$ cat src/rtl/vend_pkg.sv
// Shared types, coin denominations and price table for the vending purchase sequencer.
package vend_pkg;

  // Coin denominations accepted by the acceptor and paid by the hopper
  localparam int unsigned COIN_1  = 1;
  localparam int unsigned COIN_5  = 5;
  localparam int unsigned COIN_10 = 10;
  localparam int unsigned COIN_50 = 50;

  // Drink prices for slots 0..3
  localparam int unsigned PRICE_0 = 10;
  localparam int unsigned PRICE_1 = 15;
  localparam int unsigned PRICE_2 = 20;
  localparam int unsigned PRICE_3 = 25;

  typedef enum logic [1:0] {
    ST_IDLE,
    ST_CREDIT,
    ST_DISPENSE,
    ST_CHANGE
  } state_t;

  typedef enum logic [1:0] {
    CD_WAIT,
    CD_REQ,
    CD_GAP
  } chg_state_t;

  // Price lookup; slots beyond the table reuse the top price
  function automatic int unsigned price_of(input int unsigned slot);
    case (slot)
      0:       price_of = PRICE_0;
      1:       price_of = PRICE_1;
      2:       price_of = PRICE_2;
      default: price_of = PRICE_3;
    endcase
  endfunction

  // True when the value is a denomination the machine accepts
  function automatic logic is_denom(input int unsigned v);
    is_denom = (v == COIN_1) || (v == COIN_5) || (v == COIN_10) || (v == COIN_50);
  endfunction

  // Largest denomination not exceeding the given credit (0 when credit is 0)
  function automatic int unsigned greedy_coin(input int unsigned c);
    if (c >= COIN_50)      greedy_coin = COIN_50;
    else if (c >= COIN_10) greedy_coin = COIN_10;
    else if (c >= COIN_5)  greedy_coin = COIN_5;
    else if (c >= COIN_1)  greedy_coin = COIN_1;
    else                   greedy_coin = 0;
  endfunction

endpackage

$ cat src/rtl/change_dispenser.sv
// Greedy change payout: requests one coin at a time from the hopper and
// reports each paid coin back to the credit owner as a decrement strobe.
module change_dispenser
  import vend_pkg::*;
#(
  parameter int unsigned CREDIT_W = 8
) (
  input  logic                clk,
  input  logic                rst_n,
  input  logic                start,
  input  logic [CREDIT_W-1:0] credit,
  input  logic                ack,
  output logic                req,
  output logic [CREDIT_W-1:0] value,
  output logic                dec_c,
  output logic [CREDIT_W-1:0] dec_value_c,
  output logic                done_c
);

  chg_state_t cs_q, cs_d;

  // Payout state register
  always_ff @(posedge clk or negedge rst_n) begin
    if (!rst_n) cs_q <= CD_WAIT;
    else        cs_q <= cs_d;
  end

  // Next state: request, wait for ack, one idle gap, repeat while credit remains
  always_comb begin
    cs_d = cs_q;
    case (cs_q)
      CD_WAIT: if (start && (credit != '0)) cs_d = CD_REQ;
      CD_REQ: begin
        if (!start)   cs_d = CD_WAIT;
        else if (ack) cs_d = CD_GAP;
      end
      CD_GAP: begin
        if (!start || (credit == '0)) cs_d = CD_WAIT;
        else                           cs_d = CD_REQ;
      end
      default: cs_d = CD_WAIT;
    endcase
  end

  // Strobes back to the credit owner
  always_comb begin
    dec_c       = (cs_q == CD_REQ) && start && ack;
    dec_value_c = value;
    done_c      = start && (credit == '0) && (cs_q != CD_REQ);
  end

  // Registered hopper request; denomination chosen from the settled credit
  always_ff @(posedge clk or negedge rst_n) begin
    if (!rst_n) begin
      req   <= 1'b0;
      value <= '0;
    end else begin
      req <= (cs_d == CD_REQ);
      if (cs_d != CD_REQ)      value <= '0;
      else if (cs_q != CD_REQ) value <= CREDIT_W'(greedy_coin(32'(credit)));
    end
  end

endmodule

$ cat src/rtl/vend_sequencer.sv
// Vending purchase sequencer: owns the credit register, validates selections,
// runs the dispenser handshake and hands refunds to change_dispenser.
// Optional per-slot stock tracking is enabled with `define VEND_STOCK_EN.
module vend_sequencer
  import vend_pkg::*;
#(
  parameter int unsigned N_DRINK      = 4,
  parameter int unsigned CREDIT_W     = 8,
`ifdef VEND_STOCK_EN
  parameter int unsigned STOCK_INIT   = 8,
`endif
  parameter int unsigned DISP_TIMEOUT = 255
) (
  input  logic                       clk,
  input  logic                       rst_n,
  input  logic                       coin_valid,
  input  logic [CREDIT_W-1:0]        coin_value,
  output logic                       coin_reject,
  input  logic                       sel_valid,
  input  logic [N_DRINK-1:0]         sel,
  input  logic                       cancel,
  output logic [CREDIT_W-1:0]        credit,
  output logic                       sel_error,
  output logic                       disp_req,
  output logic [$clog2(N_DRINK)-1:0] disp_slot,
  input  logic                       disp_done,
  output logic                       chg_req,
  output logic [CREDIT_W-1:0]        chg_value,
  input  logic                       chg_ack,
  output logic                       busy,
`ifdef VEND_STOCK_EN
  input  logic                       restock,
  output logic [N_DRINK-1:0]         sold_out,
`endif
  output logic                       fault
);

  localparam int unsigned SLOT_W = $clog2(N_DRINK);
  localparam int unsigned TMR_W  = $clog2(DISP_TIMEOUT + 1);
  localparam logic [CREDIT_W:0] CREDIT_MAX = {1'b0, {CREDIT_W{1'b1}}};

  state_t              state_q, state_d;
  logic [CREDIT_W-1:0] credit_q, credit_d;
  logic [SLOT_W-1:0]   slot_q, slot_d;
  logic [CREDIT_W-1:0] price_q, price_d;
  logic [TMR_W-1:0]    tmr_q;
  logic                coin_reject_d, sel_error_d, fault_d;

  logic                coin_ok_c;
  logic [SLOT_W-1:0]   sel_slot_c;
  logic [CREDIT_W-1:0] sel_price_c;
  logic                sel_ok_c;
  logic                stock_ok_c;
  logic                timeout_c;
  logic                dec_c;
  logic [CREDIT_W-1:0] dec_value_c;
  logic                done_c;

  assign credit = credit_q;

  // Coin acceptance: right state, real denomination, no credit overflow
  always_comb begin
    coin_ok_c = coin_valid
             && ((state_q == ST_IDLE) || (state_q == ST_CREDIT))
             && is_denom(32'(coin_value))
             && (({1'b0, credit_q} + {1'b0, coin_value}) <= CREDIT_MAX);
  end

  // Selection decode and validation against the pre-coin credit
  always_comb begin
    sel_slot_c = '0;
    for (int i = 0; i < N_DRINK; i++) begin
      if (sel[i]) sel_slot_c = SLOT_W'(i);
    end
    sel_price_c = CREDIT_W'(price_of(32'(sel_slot_c)));
    sel_ok_c    = $onehot(sel) && (sel_price_c <= credit_q) && stock_ok_c;
  end

  assign timeout_c = (tmr_q == TMR_W'(DISP_TIMEOUT - 1));

  // Main state register
  always_ff @(posedge clk or negedge rst_n) begin
    if (!rst_n) state_q <= ST_IDLE;
    else        state_q <= state_d;
  end

  // Next-state logic
  always_comb begin
    state_d = state_q;
    case (state_q)
      ST_IDLE: if (coin_ok_c) state_d = ST_CREDIT;
      ST_CREDIT: begin
        if (cancel)                     state_d = ST_CHANGE;
        else if (sel_valid && sel_ok_c) state_d = ST_DISPENSE;
      end
      ST_DISPENSE: begin
        if (disp_done)      state_d = (credit_q != '0) ? ST_CHANGE : ST_IDLE;
        else if (timeout_c) state_d = ST_CHANGE;
      end
      ST_CHANGE: if (done_c) state_d = ST_IDLE;
      default: state_d = ST_IDLE;
    endcase
  end

  // Credit arithmetic, purchase latch and pulse outputs
  always_comb begin
    credit_d      = credit_q;
    slot_d        = slot_q;
    price_d       = price_q;
    coin_reject_d = coin_valid && !coin_ok_c;
    sel_error_d   = 1'b0;
    fault_d       = 1'b0;
    if (coin_ok_c) credit_d = credit_q + coin_value;
    case (state_q)
      ST_CREDIT: begin
        if (!cancel && sel_valid) begin
          if (sel_ok_c) begin
            credit_d = credit_d - sel_price_c;
            slot_d   = sel_slot_c;
            price_d  = sel_price_c;
          end else begin
            sel_error_d = 1'b1;
          end
        end
      end
      ST_DISPENSE: begin
        if (!disp_done && timeout_c) begin
          fault_d  = 1'b1;
          credit_d = credit_q + price_q;
        end
      end
      ST_CHANGE: if (dec_c) credit_d = credit_q - dec_value_c;
      default: ;
    endcase
  end

  // Datapath and registered outputs
  always_ff @(posedge clk or negedge rst_n) begin
    if (!rst_n) begin
      credit_q    <= '0;
      slot_q      <= '0;
      price_q     <= '0;
      coin_reject <= 1'b0;
      sel_error   <= 1'b0;
      fault       <= 1'b0;
      disp_req    <= 1'b0;
      disp_slot   <= '0;
      busy        <= 1'b0;
    end else begin
      credit_q    <= credit_d;
      slot_q      <= slot_d;
      price_q     <= price_d;
      coin_reject <= coin_reject_d;
      sel_error   <= sel_error_d;
      fault       <= fault_d;
      disp_req    <= (state_d == ST_DISPENSE);
      disp_slot   <= (state_d == ST_DISPENSE) ? slot_d : '0;
      busy        <= (state_d inside {ST_DISPENSE, ST_CHANGE});
    end
  end

  // Dispense timer counts cycles since disp_req rose
  always_ff @(posedge clk or negedge rst_n) begin
    if (!rst_n)                     tmr_q <= '0;
    else if (state_q == ST_DISPENSE) tmr_q <= tmr_q + TMR_W'(1);
    else                            tmr_q <= '0;
  end

`ifdef VEND_STOCK_EN
  localparam int unsigned STOCK_W = (STOCK_INIT > 0) ? $clog2(STOCK_INIT + 1) : 1;

  logic [STOCK_W-1:0] stock_q [N_DRINK];

  assign stock_ok_c = (stock_q[sel_slot_c] != '0);

  // Per-slot stock counters and sold-out flags
  always_ff @(posedge clk or negedge rst_n) begin
    if (!rst_n) begin
      for (int i = 0; i < N_DRINK; i++) stock_q[i] <= STOCK_W'(STOCK_INIT);
      sold_out <= {N_DRINK{STOCK_INIT == 0}};
    end else begin
      for (int i = 0; i < N_DRINK; i++) begin
        if (restock && ((state_q == ST_IDLE) || (state_q == ST_CREDIT))) begin
          stock_q[i]  <= STOCK_W'(STOCK_INIT);
          sold_out[i] <= (STOCK_INIT == 0);
        end else if ((state_q == ST_DISPENSE) && disp_done && (slot_q == SLOT_W'(i))
                     && (stock_q[i] != '0)) begin
          stock_q[i]  <= stock_q[i] - STOCK_W'(1);
          sold_out[i] <= (stock_q[i] == STOCK_W'(1));
        end
      end
    end
  end
`else
  assign stock_ok_c = 1'b1;
`endif

  // Change payout engine
  change_dispenser #(
    .CREDIT_W (CREDIT_W)
  ) u_change (
    .clk         (clk),
    .rst_n       (rst_n),
    .start       (state_q == ST_CHANGE),
    .credit      (credit_q),
    .ack         (chg_ack),
    .req         (chg_req),
    .value       (chg_value),
    .dec_c       (dec_c),
    .dec_value_c (dec_value_c),
    .done_c      (done_c)
  );

endmodule

$ cat config.mk
export PLATFORM = sky130hd
export DESIGN_NAME = vend_sequencer
export DESIGN_NICKNAME = d
export VERILOG_FILES = /design/src/rtl/vend_pkg.sv /design/src/rtl/change_dispenser.sv /design/src/rtl/vend_sequencer.sv
export SDC_FILE = /design/constraint.sdc
export NUM_CORES = 1
export LEC_CHECK = 0
export ABC_AREA = 1
export CORE_MARGIN = 5
export CORE_UTILIZATION = 35
export CTS_BUF_LIST = sky130_fd_sc_hd__clkbuf_4
export DETAILED_ROUTE_END_ITERATION = 7
export SLEW_MARGIN = 30
export SYNTH_ARGS = -nofsm -noshare
export SYNTH_HDL_FRONTEND = slang
export SYNTH_SLANG_ARGS = --single-unit
$ cat constraint.sdc
create_clock -name clk -period 4.17 [get_ports clk]
set_input_delay 0.834 -clock clk [delete_from_list [all_inputs] [get_ports clk]]
set_output_delay 0.834 -clock clk [all_outputs]
set_load 0.1 [all_outputs]
==> run metrics, run 1 <==
outcome=finished, final reports clean; worst vdd ir=~290 uV; Starting Density=36.2%; IO Count=between 40 and 50; setup_tns=0 ns; final critical-path share of the clock period=between 90% and 100%; RSZ-0062 raised after global routing=no; Overflow after GRT=0; CTS buffer count=5; wire length on met3=442 um; asr flop ratio synth=100%; Post-Route WL=9920 um; vias=~3500; total length of routed met2 wires=around 4500 um; Worst Path Buf+Inv=4; count of final setup violators=0; Int Pwr=1190 uW; M1 WL=4800 um; die height=~110 um; CTS tree=built; Seq/Total Area, Yosys=between 20% and 30%; skew final=~0.0077 ns; CP top delay family=adder cells; routed len/inst=approximately 14 um; Via density=4.89; hold buffer count at cts=0; crit path max fanout=5; highest routed layer=met4; clock slew at reported path FFs=between 0.1 and 0.15 ns; Layout area overhead=19.7%; final hold vios=0; Hold WS=0.453 ns; clk_lat worst skew=about 0.35 ns; internal reg-to-reg setup slack=0.75 ns; input/output buffers=40; total track usage=between 10% and 20%; pin count of the biggest net entering global routing=between 40 and 50; synth warn=0; critical path arrival=about 4.1 ns; routability cong.=a little over 0.9; filler instances=slightly above 1000; Reg area=~0.001 mm2; NetSw=1630 uW; H-Tree Depth=2; FF+latch count, synth=40; CP required=between 4 and 5 ns; fmax=around 0.26 GHz; number of global-route vias before repair=roughly 3400; Hold Crit Class=input pin to asynchronous set/reset pin; row count=36; PwrDens=between 600 and 700 mW/mm2; critical path type=input pin to flip-flop; dpl hpwl=around 8000 um; Post-synth EDFFs=0; combinational share of power=a little under three quarters; ant diodes=0; TritonRoute pass-1 iters=4; Synth Area per Inst=6.90 um2; part of the power in registers=about a fifth; share of cells above drive strength 1=~9%; Final min period=~3.8 ns; Post-Syn Area=0.00357 mm2; Worst setup EP type=flip-flop; Root Buffer=clkbuf_4; area occupied by multi-input gates=0.00219 mm2; first-pass GRT wire length=16700 um; max-slew violation count=0; cell mode on critical path=nand3_1; Slew HR=between 30 and 40%; Least-Margin Pin Slew=between 0.9 and 1 ns; Remaining DRCs=0; initial antenna violation count=0; Die Width=about 110 um; Core Area=~0.0099 mm2; die footprint=~0.012 mm2; Synth Flop Type=dfrtp_1; placed instance area=approximately 0.0042 mm2; Startpoint Class=input pin; CP Cell Sequence=clkdlybuf4s50_1, ha_1, inv_1, fa_1, inv_1, nand3_1, nand3_1, a21oi_1, nand3_2, nand2_1, o21ai_0, ha_1, inv_1, fa_1, a31oi_1, nor2_1, nor2_1, nand3_1, nand3_1, nand4_1; Synth Instances=518; sw frac=just under 60%; CTS sink cnt=40; Power Total=2820 uW; # nets final=between 600 and 700; Max Cap Viol=0; CTS Buffer Depth=2; Clock Power Share=under 10%; leak pwr=between 0.002 and 0.0025 uW; Final Cell Area=around 0.0043 mm2; CP max stage delay=about 0.5 ns; post-synth cell types=38; DRT iter0 DRCs=169; Routed Antenna Nets=0; CP max-delay cell=clkdlybuf4s50_1
Yosys cell counts, drive strengths merged (4+ instances only):
library cell,instances,area [um2]
fa,5,100
nor3,8,50.1
dfrtp,40,1000
xor2,8,70.1
a211oi,4,30.0
ha,35,438
nand3,35,175
a31oi,4,25.0
o21ai,24,124
nand2,131,509
nand4,13,81.3
xnor2,4,35.0
inv,99,372
nor2,56,254
a21oi,33,169
cells in the final DEF (no fill, tap or decap), types with 7 or more instances in the layout:
| cell | netlist | layout |
|---|---|---|
| inv_2 | 9 | 9 |
| clkdlybuf4s50_1 | 0 | 39 |
| buf_4 | 3 | 15 |
| o21ai_0 | 20 | 20 |
| nand2_2 | 7 | 7 |
| dfrtp_1 | 40 | 40 |
| nand4_1 | 13 | 13 |
| xor2_1 | 8 | 8 |
| inv_1 | 90 | 90 |
| a21oi_1 | 32 | 32 |
| nand2_1 | 124 | 124 |
| nand3_1 | 35 | 34 |
| ha_1 | 35 | 35 |
| nor2_1 | 50 | 50 |
timing repair:
item	4_1_cts	5_1_grt
setup endpoints to repair	0	2
resized for setup	0	1
setup buffers	0	0
hold endpoints to repair	0	0
per-stage QoR:
stage | cells | worst slack, ns | utilization, %
floorplan | 519 | 0.352 | -
finish | 710 | 0.352 | 43.4
detailed placement | 703 | -0.0647 | 42.8
global route | 710 | 0.0107 | 43.4
global placement | 703 | 0.0259 | 42.8
CTS | 710 | 0.318 | 43.3
logic make-up after synthesis:
family / share of synthesized area, %
buffers and inverters: 11.0
AOI/OAI and AO/OA: 12.1
and+or+nand+nor: 30.7
other: 0.105
adders and majority gates: 15.1
DFF: 28.0
xor gates and xnor gates: 2.94
sequential cells by signal, summed over array words and instances (netlist names):
signal and count:
tmr_q 8, slot_q 2, busy 1, fault 1, sel_error 1, coin_reject 1
u_change.req 1, disp_slot 2, state_q 2, price_q 5, disp_req 1, u_change.cs_q 2
credit 8, u_change.dec_value_c 5
power groups by stage:
stage / logic, uW / clock network [uW] / registers, uW
global placement: 1990 / 0 / 611
finish: 2020 / 198 / 603
global route: 2230 / 219 / 622
detailed placement: 2010 / 0 / 613
floorplan: 1070 / 0 / 1020
CTS: 2020 / 206 / 605
routing by layer:
metal | up-vias | track usage, %
li1 | 1784 | -
met1 | 1593 | 22.4
met2 | 78 | 26.7
met3 | 14 | 2.57
met4 | 0 | 4.54
met5 | - | 0
path summary, 6_finish.rpt:
check | startpoint | end | cells past startpoint
hold reg to reg | slot_q[0] | slot_q[0] | 2
hold / removal | rst_n | u_change.dec_value_c[1] | 1
setup / recovery | coin_value[0] | credit[6] | 20
min in group clk | slot_q[0] | slot_q[0] | 2
max in group asynchronous | rst_n | price_q[2] | 1
setup reg to reg | credit[0] | credit[6] | 19
final cells by class:
class / instances / share of cell area (%)
Clock buffer: 6 / 1.05
Clock inverter: 1 / 0.117
Inverter: 99 / 8.68
Multi-Input combinational cell: 377 / 51.1
Sequential cell: 40 / 23.4
Tap cell: 133 / 3.89
Timing Repair Buffer: 54 / 11.8
No activity file was read; power rests on OpenSTA's default activity.
==> inputs of run 2 (changes only) <==
--- a/config.mk
+++ b/config.mk
@@ -10,6 +10,7 @@
 export CORE_UTILIZATION = 35
 export CTS_BUF_LIST = sky130_fd_sc_hd__clkbuf_4
 export DETAILED_ROUTE_END_ITERATION = 7
+export MAX_ROUTING_LAYER = met4
 export SLEW_MARGIN = 30
 export SYNTH_ARGS = -nofsm -noshare
 export SYNTH_HDL_FRONTEND = slang
==> run metrics, run 2 (same netlist as run 1, synthesis figures left out) <==
PwrDens=659 mW/mm2 (was 660 mW/mm2); Final Non-Filler Cells=711 (was 710); post-CTS setup buffer count=0 (unchanged); Remaining DRCs=0 (unchanged); die height=111 um (unchanged); H-Tree Depth=2 (unchanged); Post-Route WL=9970 um (was 9920 um); outcome=finished, final reports clean (unchanged); first-pass GRT wire length=17000 um (was 16700 um); Starting Density=36.2% (unchanged); DRT iter0 DRCs=159 (was 169); TritonRoute pass-1 iters=5 (was 4); share of cells above drive strength 1=8.82% (was 8.84%); routed len/inst=14.0 um (about the same); Final min period=3.90 ns (was 3.82 ns); die footprint=0.0123 mm2 (unchanged); max-slew violation count=0 (unchanged); worst vdd ir=403 uV (was 290 uV); Core Area=0.00986 mm2 (unchanged); Overflow after GRT=0 (unchanged); ant diodes=0 (unchanged); CTS sink cnt=40 (unchanged); CTS Buffer Depth=2 (unchanged); Cells after DPL=704 (was 703); CTS buffer count=5 (unchanged); leak pwr=0.00228 uW (about the same); skew final=0.00966 ns (was 0.00767 ns); final hold vios=0 (unchanged); Slew HR=34.9% (was 34.1%); Max Cap Viol=0 (unchanged); Root Buffer=clkbuf_4 (unchanged); pin count of the biggest net entering global routing=41 (unchanged); Hold WS=0.446 ns (was 0.453 ns); Least-Margin Pin Slew=0.973 ns (was 0.986 ns); critical path type=input pin to flip-flop (unchanged); input/output buffers=40 (unchanged); Routed Antenna Nets=0 (unchanged); Startpoint Class=input pin (unchanged); number of global-route vias before repair=3425 (was 3426); dpl hpwl=8100 um (was 8020 um); Worst setup EP type=flip-flop (unchanged); commonest non-fill, non-tap cell in the layout=nand2_1 (unchanged); Die Width=111 um (unchanged); initial antenna violation count=0 (unchanged); clock slew at reported path FFs=0.13 ns (was 0.12 ns); final critical-path share of the clock period=93.5% (was 91.6%); setup_tns=0 ns (unchanged); IO Count=43 (unchanged); Via density=4.87 (was 4.89); clk_lat worst skew=0.35 ns (about the same); post-layout util=43.4% (about the same); row count=36 (unchanged); CP required=4.38 ns (was 4.41 ns); fmax=0.256 GHz (was 0.262 GHz); routability cong.=0.964 (was 0.927); count of final setup violators=0 (unchanged); critical path arrival=4.11 ns (was 4.06 ns); hold buffer count at cts=0 (unchanged); Layout area overhead=19.8% (was 19.7%); # nets final=637 (was 636); Hold Crit Class=input pin to asynchronous set/reset pin (unchanged); vias=3464 (was 3469); Power Total=2820 uW (about the same); crit path max fanout=5 (unchanged); commonest cells after routing, fill and taps aside=nand2_1, inv_1, nor2_1 (unchanged); CTS tree=built (unchanged); RSZ-0062 raised after global routing=no (unchanged); total track usage=17.0% (was 16.4%)
run 2: report_power, final:
part           total (uW)  switching [uW]  leakage [uW]  internal (uW)
Clock                 196             134     0.0000271           61.6
Combinational        2020            1390       0.00172            625
Sequential            604             107      0.000535            497
run 2: metal layers:
metal  track usage (%)  routed length [um]  up-vias
li1                  -                   -     1786
met1              23.0                4800     1578
met2              27.3                4540       92
met3              2.18                 499        8
met4              3.73                 133        0
met5                 -                   0        -
run 2: final cells by class:
type                       instances  area (um2)
clock buffer                       5        37.5
clock inverter                     2        12.5
fill                            1047        5580
inverter                          99         372
multi-input combinational        377        2180
sequential                        40        1000
tap                              133         166
timing repair buffer              55         510
run 2: final timing paths:
check,startpoint,end,slack [ns],depth (start not counted)
min in group clk,slot_q[0],slot_q[0],0.49,2
max,coin_value[0],credit[4],0.27,18
min reg2reg,slot_q[0],slot_q[0],0.49,2
min,rst_n,credit[7],0.45,1
max in group asynchronous,rst_n,price_q[4],3.36,1
max reg2reg,credit[0],credit[4],0.66,17
run 2: critical path: stages:
cell and delay [ns]:
clkdlybuf4s50_1 0.51, ha_1 0.21, inv_1 0.06, fa_1 0.40, inv_1 0.09, nand3_1 0.06
nand3_1 0.12, a21oi_1 0.08, nand3_1 0.18, nand2_1 0.07, o21ai_1 0.14, ha_1 0.19
inv_1 0.05, fa_1 0.39, a31oi_1 0.26, buf_4 0.16, xor2_1 0.14, o2111ai_1 0.16
run 2: what timing repair did:
item,CTS,global route
endpoints found under the setup margin,0,2
resized for setup,0,1
hold endpoints to repair,0,0
run 2: through the flow:
step / area (um2) / setup WS (ns)
finish: 4280 / 0.271
global route: 4280 / 0.000329
CTS: 4280 / 0.254
detailed placement: 4230 / -0.131
global placement: 4230 / -0.00314
floorplan: 3580 / 0.352
